## config.mk

```make
export PLATFORM = sky130hd
export DESIGN_NAME = step_cnt_scheduler_flat
export DESIGN_NICKNAME = d
export VERILOG_FILES = /design/src/rtl/step_cnt_scheduler_if.sv /design/src/rtl/step_cnt_scheduler.sv /design/src/flat_wrapper.sv
export SDC_FILE = /design/constraint.sdc
export NUM_CORES = 1
export LEC_CHECK = 0
export BUFFER_PORTS_ARGS = -buffer_cell sky130_fd_sc_hd__buf_2
export CORE_ASPECT_RATIO = 0.9
export CORE_MARGIN = 3
export CORE_UTILIZATION = 46
export DETAILED_ROUTE_END_ITERATION = 6
export PLACE_DENSITY = 0.76
export SYNTH_ARGS = -nofsm -noshare
export SYNTH_HDL_FRONTEND = slang
export SYNTH_SLANG_ARGS = --single-unit
```

## constraint.sdc

```tcl
create_clock -name clk -period 8.28 [get_ports clk]
set_input_delay 1.656 -clock clk [delete_from_list [all_inputs] [get_ports clk]]
set_output_delay 1.656 -clock clk [all_outputs]
set_load 0.05 [all_outputs]
```

## src/rtl/step_cnt_scheduler_if.sv

```systemverilog
// CPU preset-write request channel and readout stream between the scheduler and its clients.
interface step_cnt_scheduler_if #(
  parameter int AX_W = 2
);
  logic            wr_req;
  logic [AX_W-1:0] wr_axis;
  logic            wr_addr;
  logic [1:0]      wr_be;
  logic [15:0]     wr_data;
  logic            wr_ack;

  logic            rd_valid;
  logic            rd_ready;
  logic [31:0]     rd_data;
  logic [AX_W-1:0] rd_axis;
  logic            rd_sel;
  logic            rd_last;

  modport master (
    output wr_req, wr_axis, wr_addr, wr_be, wr_data,
    input  wr_ack,
    input  rd_valid, rd_data, rd_axis, rd_sel, rd_last,
    output rd_ready
  );

  modport slave (
    input  wr_req, wr_axis, wr_addr, wr_be, wr_data,
    output wr_ack,
    output rd_valid, rd_data, rd_axis, rd_sel, rd_last,
    input  rd_ready
  );
endinterface

```

## src/rtl/step_cnt_scheduler.sv

```systemverilog
// Snapshot sequencer, readout serialiser and preset-write arbiter for AXES step counter channels.
// Optional feature: define SNAP_TIMESTAMP_EN to append a 32-bit cycle timestamp word to every frame.
module step_cnt_scheduler #(
  parameter int AXES     = 4,
  parameter int PERIOD_W = 16,
  parameter int AX_W     = (AXES > 1) ? $clog2(AXES) : 1
) (
  input  logic                clk,
  input  logic                aclr_n,
  input  logic                sclr,
  input  logic                run,
  input  logic [PERIOD_W-1:0] period,
  input  logic [AXES-1:0]     step_busy,
  output logic [AXES-1:0]     cnt_write,
  output logic                cnt_addr,
  output logic [1:0]          cnt_be,
  output logic [15:0]         cnt_wrdata,
  output logic                snapshot,
  input  logic [32*AXES-1:0]  cnt_in,
  input  logic [32*AXES-1:0]  delta_in,
  output logic                overrun,
  step_cnt_scheduler_if.slave bus
);
`ifdef SNAP_TIMESTAMP_EN
  localparam int NWORDS = 2 * AXES + 1;
`else
  localparam int NWORDS = 2 * AXES;
`endif
  localparam int IDX_W = $clog2(NWORDS);
  localparam int AXN   = 2 ** AX_W;

  typedef enum logic [1:0] {IDLE, SNAP, SETTLE, SEND} state_t;

  state_t                state;
  logic [PERIOD_W-1:0]   pcnt;
  logic [IDX_W-1:0]      idx;
  logic [IDX_W-1:0]      nidx;
  logic [32*NWORDS-1:0]  frame;
  logic                  tick;
  logic                  grant;
  logic                  wr_done;
  logic                  ack;
  logic [AXN-1:0]        busy_ext;
  logic [AXN-1:0]        wr_onehot;
  logic                  rd_valid;
  logic [31:0]           rd_data;
  logic [AX_W-1:0]       rd_axis;
  logic                  rd_sel;
  logic                  rd_last;

  // Word i carries axis i/2, type i[0]; the optional timestamp word reports axis 0, type 1.
  function automatic logic [AX_W-1:0] word_axis(input logic [IDX_W-1:0] i);
    return (int'(i) >= 2 * AXES) ? AX_W'(0) : AX_W'(i >> 1);
  endfunction

  function automatic logic word_sel(input logic [IDX_W-1:0] i);
    return (int'(i) >= 2 * AXES) ? 1'b1 : i[0];
  endfunction

  assign tick      = run && (pcnt == period);
  assign nidx      = idx + 1'b1;
  assign busy_ext  = AXN'(step_busy);
  assign wr_onehot = AXN'(1) << bus.wr_axis;
  // Ticks take priority: no grant while a snapshot is imminent or being settled.
  assign grant = bus.wr_req && !wr_done && !busy_ext[bus.wr_axis] &&
                 ((state == IDLE && !tick) || state == SEND);

  assign bus.rd_valid = rd_valid;
  assign bus.rd_data  = rd_data;
  assign bus.rd_axis  = rd_axis;
  assign bus.rd_sel   = rd_sel;
  assign bus.rd_last  = rd_last;
  assign bus.wr_ack   = ack;

`ifdef SNAP_TIMESTAMP_EN
  logic [31:0] ts;

  always_ff @(posedge clk or negedge aclr_n) begin
    if (!aclr_n)   ts <= '0;
    else if (sclr) ts <= '0;
    else           ts <= ts + 1'b1;
  end
`endif

  // Frame buffer: channels have updated on the snapshot edge by the end of SETTLE.
  always_ff @(posedge clk) begin
    if (state == SETTLE) begin
      for (int a = 0; a < AXES; a++) begin
        frame[64*a +: 32]      <= cnt_in[32*a +: 32];
        frame[64*a + 32 +: 32] <= delta_in[32*a +: 32];
      end
    end
`ifdef SNAP_TIMESTAMP_EN
    if (state == SNAP) frame[64*AXES +: 32] <= ts;
`endif
  end

  always_ff @(posedge clk or negedge aclr_n) begin
    if (!aclr_n) begin
      state <= IDLE; pcnt <= '0; idx <= '0; snapshot <= 1'b0; overrun <= 1'b0;
      rd_valid <= 1'b0; rd_data <= '0; rd_axis <= '0; rd_sel <= 1'b0; rd_last <= 1'b0;
    end else if (sclr) begin
      state <= IDLE; pcnt <= '0; idx <= '0; snapshot <= 1'b0; overrun <= 1'b0;
      rd_valid <= 1'b0; rd_data <= '0; rd_axis <= '0; rd_sel <= 1'b0; rd_last <= 1'b0;
    end else begin
      pcnt     <= (!run || tick) ? '0 : pcnt + 1'b1;
      snapshot <= 1'b0;
      if (tick && state != IDLE) overrun <= 1'b1;
      case (state)
        IDLE: if (tick) begin
          state    <= SNAP;
          snapshot <= 1'b1;
        end
        SNAP: state <= SETTLE;
        SETTLE: begin
          state    <= SEND;
          idx      <= '0;
          rd_valid <= 1'b1;
          rd_data  <= cnt_in[31:0];
          rd_axis  <= '0;
          rd_sel   <= 1'b0;
          rd_last  <= 1'b0;
        end
        SEND: if (rd_valid && bus.rd_ready) begin
          if (rd_last) begin
            state <= IDLE; idx <= '0;
            rd_valid <= 1'b0; rd_data <= '0; rd_axis <= '0; rd_sel <= 1'b0; rd_last <= 1'b0;
          end else begin
            idx     <= nidx;
            rd_data <= frame[32*int'(nidx) +: 32];
            rd_axis <= word_axis(nidx);
            rd_sel  <= word_sel(nidx);
            rd_last <= (nidx == IDX_W'(NWORDS - 1));
          end
        end
        default: state <= IDLE;
      endcase
    end
  end

  // wr_done blocks a second grant while the same request is still held after its ack.
  always_ff @(posedge clk or negedge aclr_n) begin
    if (!aclr_n) begin
      ack <= 1'b0; wr_done <= 1'b0; cnt_write <= '0;
      cnt_addr <= 1'b0; cnt_be <= '0; cnt_wrdata <= '0;
    end else if (sclr) begin
      ack <= 1'b0; wr_done <= 1'b0; cnt_write <= '0;
      cnt_addr <= 1'b0; cnt_be <= '0; cnt_wrdata <= '0;
    end else begin
      ack       <= grant;
      cnt_write <= (grant && |bus.wr_be) ? AXES'(wr_onehot) : '0;
      if (grant) begin
        cnt_addr   <= bus.wr_addr;
        cnt_be     <= bus.wr_be;
        cnt_wrdata <= bus.wr_data;
      end
      if (grant)            wr_done <= 1'b1;
      else if (!bus.wr_req) wr_done <= 1'b0;
    end
  end
endmodule

```

## src/flat_wrapper.sv

```systemverilog
// flat-port wrapper written by rule: the top's interface ports become plain ports
module step_cnt_scheduler_flat 
#(
  parameter int AXES     = 4,
  parameter int PERIOD_W = 16,
  parameter int AX_W     = (AXES > 1) ? $clog2(AXES) : 1
)
  (clk, aclr_n, sclr, run, period, step_busy, cnt_write, cnt_addr, cnt_be, cnt_wrdata, snapshot, cnt_in, delta_in, overrun, bus_wr_req, bus_wr_axis, bus_wr_addr, bus_wr_be, bus_wr_data, bus_wr_ack, bus_rd_valid, bus_rd_data, bus_rd_axis, bus_rd_sel, bus_rd_last, bus_rd_ready);
  step_cnt_scheduler_if #(.AX_W(AX_W)) bus_i ();
  input  logic clk;
  input  logic aclr_n;
  input  logic sclr;
  input  logic run;
  input  logic [PERIOD_W-1:0] period;
  input  logic [AXES-1:0] step_busy;
  output logic [AXES-1:0] cnt_write;
  output logic cnt_addr;
  output logic [1:0] cnt_be;
  output logic [15:0] cnt_wrdata;
  output logic snapshot;
  input  logic [32*AXES-1:0] cnt_in;
  input  logic [32*AXES-1:0] delta_in;
  output logic overrun;
  input wire logic [$bits(bus_i.wr_req)-1:0] bus_wr_req;
  input wire logic [$bits(bus_i.wr_axis)-1:0] bus_wr_axis;
  input wire logic [$bits(bus_i.wr_addr)-1:0] bus_wr_addr;
  input wire logic [$bits(bus_i.wr_be)-1:0] bus_wr_be;
  input wire logic [$bits(bus_i.wr_data)-1:0] bus_wr_data;
  output wire logic [$bits(bus_i.wr_ack)-1:0] bus_wr_ack;
  output wire logic [$bits(bus_i.rd_valid)-1:0] bus_rd_valid;
  output wire logic [$bits(bus_i.rd_data)-1:0] bus_rd_data;
  output wire logic [$bits(bus_i.rd_axis)-1:0] bus_rd_axis;
  output wire logic [$bits(bus_i.rd_sel)-1:0] bus_rd_sel;
  output wire logic [$bits(bus_i.rd_last)-1:0] bus_rd_last;
  input wire logic [$bits(bus_i.rd_ready)-1:0] bus_rd_ready;
  assign bus_i.wr_req = bus_wr_req;
  assign bus_i.wr_axis = bus_wr_axis;
  assign bus_i.wr_addr = bus_wr_addr;
  assign bus_i.wr_be = bus_wr_be;
  assign bus_i.wr_data = bus_wr_data;
  assign bus_wr_ack = bus_i.wr_ack;
  assign bus_rd_valid = bus_i.rd_valid;
  assign bus_rd_data = bus_i.rd_data;
  assign bus_rd_axis = bus_i.rd_axis;
  assign bus_rd_sel = bus_i.rd_sel;
  assign bus_rd_last = bus_i.rd_last;
  assign bus_i.rd_ready = bus_rd_ready;
  step_cnt_scheduler #(.AXES(AXES), .PERIOD_W(PERIOD_W), .AX_W(AX_W)) u_core (.clk(clk), .aclr_n(aclr_n), .sclr(sclr), .run(run), .period(period), .step_busy(step_busy), .cnt_write(cnt_write), .cnt_addr(cnt_addr), .cnt_be(cnt_be), .cnt_wrdata(cnt_wrdata), .snapshot(snapshot), .cnt_in(cnt_in), .delta_in(delta_in), .overrun(overrun), .bus(bus_i));
endmodule
```

==> metrics.csv <==
stage,metric,value,unit
status,status,"complete, no violations",
critical_path,worst stage delay on the critical path,0.73,ns
clocking,hold buffer count at CTS,0,
drt,wire length per cell after detailed routing,21.0,um
pwr,net switching fraction of the power,0.227,
min_path,Worst Hold Endpoint,u_core.bus.rd_data[17]$_DFFE_PN0P_,
critical_path,category of the worst setup path capture point,flip-flop,
flow_run,number of violations of the max-capacitance limit,0,
pwr,part of the total power dissipated in the clock network,0.408,
clocking,H-tree Lvls,2,
pwr,power spent charging and discharging nets,0.845,mW
placement,HPWL Detailed,21700,um
synth,portion of the post-synthesis area used by sequential elements,0.733,
drt,number of DRC markers in iteration 0,633,
finish,"commonest cells after routing, fill and taps aside","364 x buf_2, 256 x edfxtp_1, 81 x dfrtp_1",
pwr,Pint,2.88,mW
finish,layout cell share with drive strength beyond 1,0.440,
synth,count of unique library cells instantiated by Yosys,40,
placement,count of input and output buffers,365,
clocking,CTS tree,yes,
global_route,pin count of the biggest net entering global routing,90,
finish,area grow syn2layout,25.0,%
timing,transition time at the pin with the least slew margin,1.14,ns
critical_path,number of cells on the worst reg-to-reg path,6,
synth,syn_area_per_cell,18.0,um2
timing,summed negative setup slack over all endpoints,0,ns
timing,Fin Clk Skew,0.0238,ns
synth,number of nets in the synthesized netlist,1048,
finish,number of fillers in the final layout,2123,
critical_path,data arrival at the endpoint of the critical path,4.04,ns
drt,number of vias after detailed routing,8023,
floorplan,effective utilization at floorplan,0.471,
pwr,fraction of power consumed by combinational cells,0.083,
min_path,Hold Path Cell Cnt,2,
critical_path,worst r2r src,u_core.idx[0]$_DFFE_PN0P_,
floorplan,Chip Height,167,um
floorplan,I/O pin cnt,366,
clocking,"buffers from clock root to sink, at most",3,
min_path,Tightest Hold Check Type,reg2reg,
critical_path,R2R Setup Slk,4.81,ns
floorplan,row cnt,58,
critical_path,Critical Setup Path Class,in2reg,
critical_path,path length in cells of the critical path,7,
placement,number of placed instances with taps included,1431,
pwr,maximum vdd drop,0.000228,V
critical_path,reg-to-reg endpoint,u_core.bus.rd_data[22]$_DFFE_PN0P_,
global_route,via count of the first global-routing pass,8497,
timing,post-route fraction of the period consumed by the critical path,0.444,
critical_path,startpoint types,input pin,
floorplan,Die X-Extent,185,um
clocking,number of CTS-inserted buffers,35,
drt,routed wire length,31400,um
clocking,count of instances resized after the clock tree is built,0,
timing,setup repair after global routing missed its margin,no,
synth,portion of netlist area occupied by mux cells,0.125,
drt,number of DRC violations after detailed routing,0,
clocking,clk sinks,338,
drt,post-detailed-route via-to-cell ratio,5.36,
pwr,reported leakage power,6.59,nW
clocking,library cell used as clock root buffer,clkbuf_16,
floorplan,area enclosed by the die boundary,31000,um2
synth,area share of fa/ha/maj cells after synthesis,0.00565,
placement,Routability Congestion,0.771,
global_route,remaining global-route overflow,0,
pwr,Power Density,224,nW/um2
timing,Period minus WS final,3.68,ns
critical_path,family of cells with the greatest summed delay on the critical path,simple AND/OR/NAND/NOR gates,
synth,synthesized cell area,13300,um2
critical_path,CP Max Fanout,32,
clocking,clock latency on the worst-skew pair,0.51,ns
finish,NumNets Final,1417,
critical_path,Worst Setup SP,sclr,
drt,DR pass1 iterations,5,
pwr,sequential power share,0.509,
timing,count of final max-slew check failures,0,
finish,"commonest non-fill, non-tap cell in the layout",buf_2,
timing,hold violation count in the final report,0,
synth,Mapped Cells,739,
timing,Rel. slew slack,0.241,
synth,post-synthesis sequential element count,338,
finish,post-route non-filler standard cell count,1498,
synth,Synth Area in Compound Gates,0.0394,
critical_path,"Req. time, crit path",8.64,ns
critical_path,cell with the biggest individual delay on the critical path,nand2b_2,
synth,simple logic cell fraction of the synthesized area,0.0608,
synth,number of warnings printed during yosys synthesis,0,
synth,area share of the largest cell type after synthesis,0.578,
synth,cell type with the largest total area after synthesis,edfxtp_1,
global_route,global-route wire length before repair,47500,um
drt,antenna violation net count after detailed routing,0,
timing,highest clock frequency the design can meet,272,MHz
critical_path,number of buffers and inverters on the critical path,2,
global_route,overall track demand over capacity in global routing,0.200,
global_route,antenna violations before repair,6,
critical_path,crit-path cells,buf_2 -> inv_1 -> nand3b_1 -> nand2b_2 -> nor2b_1 -> a221oi_1 -> o21ai_0,
floorplan,core region area,28200,um2
clocking,buffers inserted during post-CTS setup optimization,0,
min_path,launch instance of the worst min-delay path,u_core.bus.rd_data[17]$_DFFE_PN0P_,
synth,post-synthesis share of cell area spent on xor and xnor gates,0.0204,
timing,count of final setup violators,0,
synth,dominant combinational cell family by area after synthesis,multiplexers,
synth,Synth area leaders,"edfxtp_1 58%, dfrtp_1 15%, mux4_2 11%",
clocking,clock-pin slew of the registers on the worst-case setup and hold paths,0.06,ns
-- flip-flops by register name, summed over array words and instances (netlist names), 2 cells and up --
register	count
u_core.bus.rd_axis	2
u_core.bus.rd_data	32
u_core.cnt_be	2
u_core.frame	256
u_core.cnt_wrdata	16
u_core.pcnt	16
u_core.state	2
u_core.cnt_write	4
-- synthesized netlist by cell type --
cell type  number
edfxtp_1      256
dfrtp_1        82
mux4_2         65
nor2_1         48
nand2_1        42
nor2b_1        35
o21ai_0        33
a221oi_1       32
clkbuf_1       26
xnor2_1        21
mux2i_1        19
xor2_1         10
buf_2           9
nand3_1         8
ha_1            6
inv_1           6
nand4_1         6
and3_1          4
a21oi_1         3
a31oi_1         2
and4bb_2        2
buf_1           2
buf_6           2
nand2b_1        2
nand3b_1        2
nor3_1          2
a21bo_1         1
a21o_1          1
a311oi_1        1
and4_1          1
buf_8           1
mux2_2          1
nor2_8          1
nor4_2          1
nor4_4          1
nor4b_1         1
nor4b_2         1
o22a_1          1
o2bb2ai_1       1
o31ai_1         1
-- worst register-to-register path: cells and delay by family (launching register included) --
kind / cells / cell delay [ns]
compound gates: 2 / 0.49
xor+xnor: 1 / 0.14
fa+ha+maj: 1 / 0.29
buf+inv: 1 / 0.72
flops: 1 / 0.90
simple gates: 1 / 0.86
-- power groups by stage --
stage	Sequential, mW	Clock [mW]	Combinational, mW
detailed placement	1.93	0	0.312
finish	1.90	1.52	0.309
global route	1.90	1.63	0.334
CTS	1.90	1.55	0.313
floorplan	2.02	0	0.0896
global placement	1.93	0	0.305
-- worst max path at each step --
stage                                         endpoint  slack [ns]
finish              u_core.bus.rd_data[22]$_DFFE_PN0P_        4.60
global route        u_core.bus.rd_data[23]$_DFFE_PN0P_        4.34
CTS                 u_core.bus.rd_data[23]$_DFFE_PN0P_        4.65
detailed placement  u_core.bus.rd_data[23]$_DFFE_PN0P_        4.11
global placement     u_core.bus.rd_data[1]$_DFFE_PN0P_        4.36
floorplan                    u_core.idx[0]$_DFFE_PN0P_        0.71
-- kinds of logic after synthesis --
| family | after synthesis |
|---|---|
| flops | 338 |
| simple gates | 157 |
| mux | 85 |
| compound gates | 76 |
| buf+inv | 46 |
| xor+xnor | 31 |
| fa+ha+maj | 6 |
-- cell type report --
cell class                 count  area, um2  area share
clock buffer                  46        938      0.0565
sequential                   338       9740       0.586
antenna                        4       10.0    0.000602
multi-input combinational    355       3400       0.205
clock inverter                17        171      0.0103
timing repair buffer         372       1880       0.113
inverter                       6       22.5     0.00135
tap                          360        450      0.0271
-- through the flow --
| stage | util | hold slack (ns) | setup slack [ns] | instance area (um2) | power [mW] |
|---|---|---|---|---|---|
| final | 0.589 | 0.472 | 4.60 | 16600 | 3.73 |
| after global routing | 0.589 | 0.492 | 4.34 | 16600 | 3.86 |
| after CTS | 0.588 | 0.481 | 4.65 | 16600 | 3.76 |
| after detailed placement | 0.549 | 0.467 | 4.11 | 15500 | 2.24 |
| after global placement | 0.549 | 0.459 | 4.36 | 15500 | 2.23 |
| after floorplan | - | 0.489 | 0.713 | 13300 | 2.11 |
-- layer usage --
| metal | GRT usage | part of all wire | vias to the layer above |
|---|---|---|---|
| li1 | - | - | 3638 |
| met1 | 0.265 | 0.39 | 3934 |
| met2 | 0.318 | 0.48 | 377 |
| met3 | 0.0567 | 0.090 | 68 |
| met4 | 0.0773 | 0.033 | 6 |
| met5 | 0 | 0.0016 | - |
Note: power is estimated with default switching activity, not from simulation.
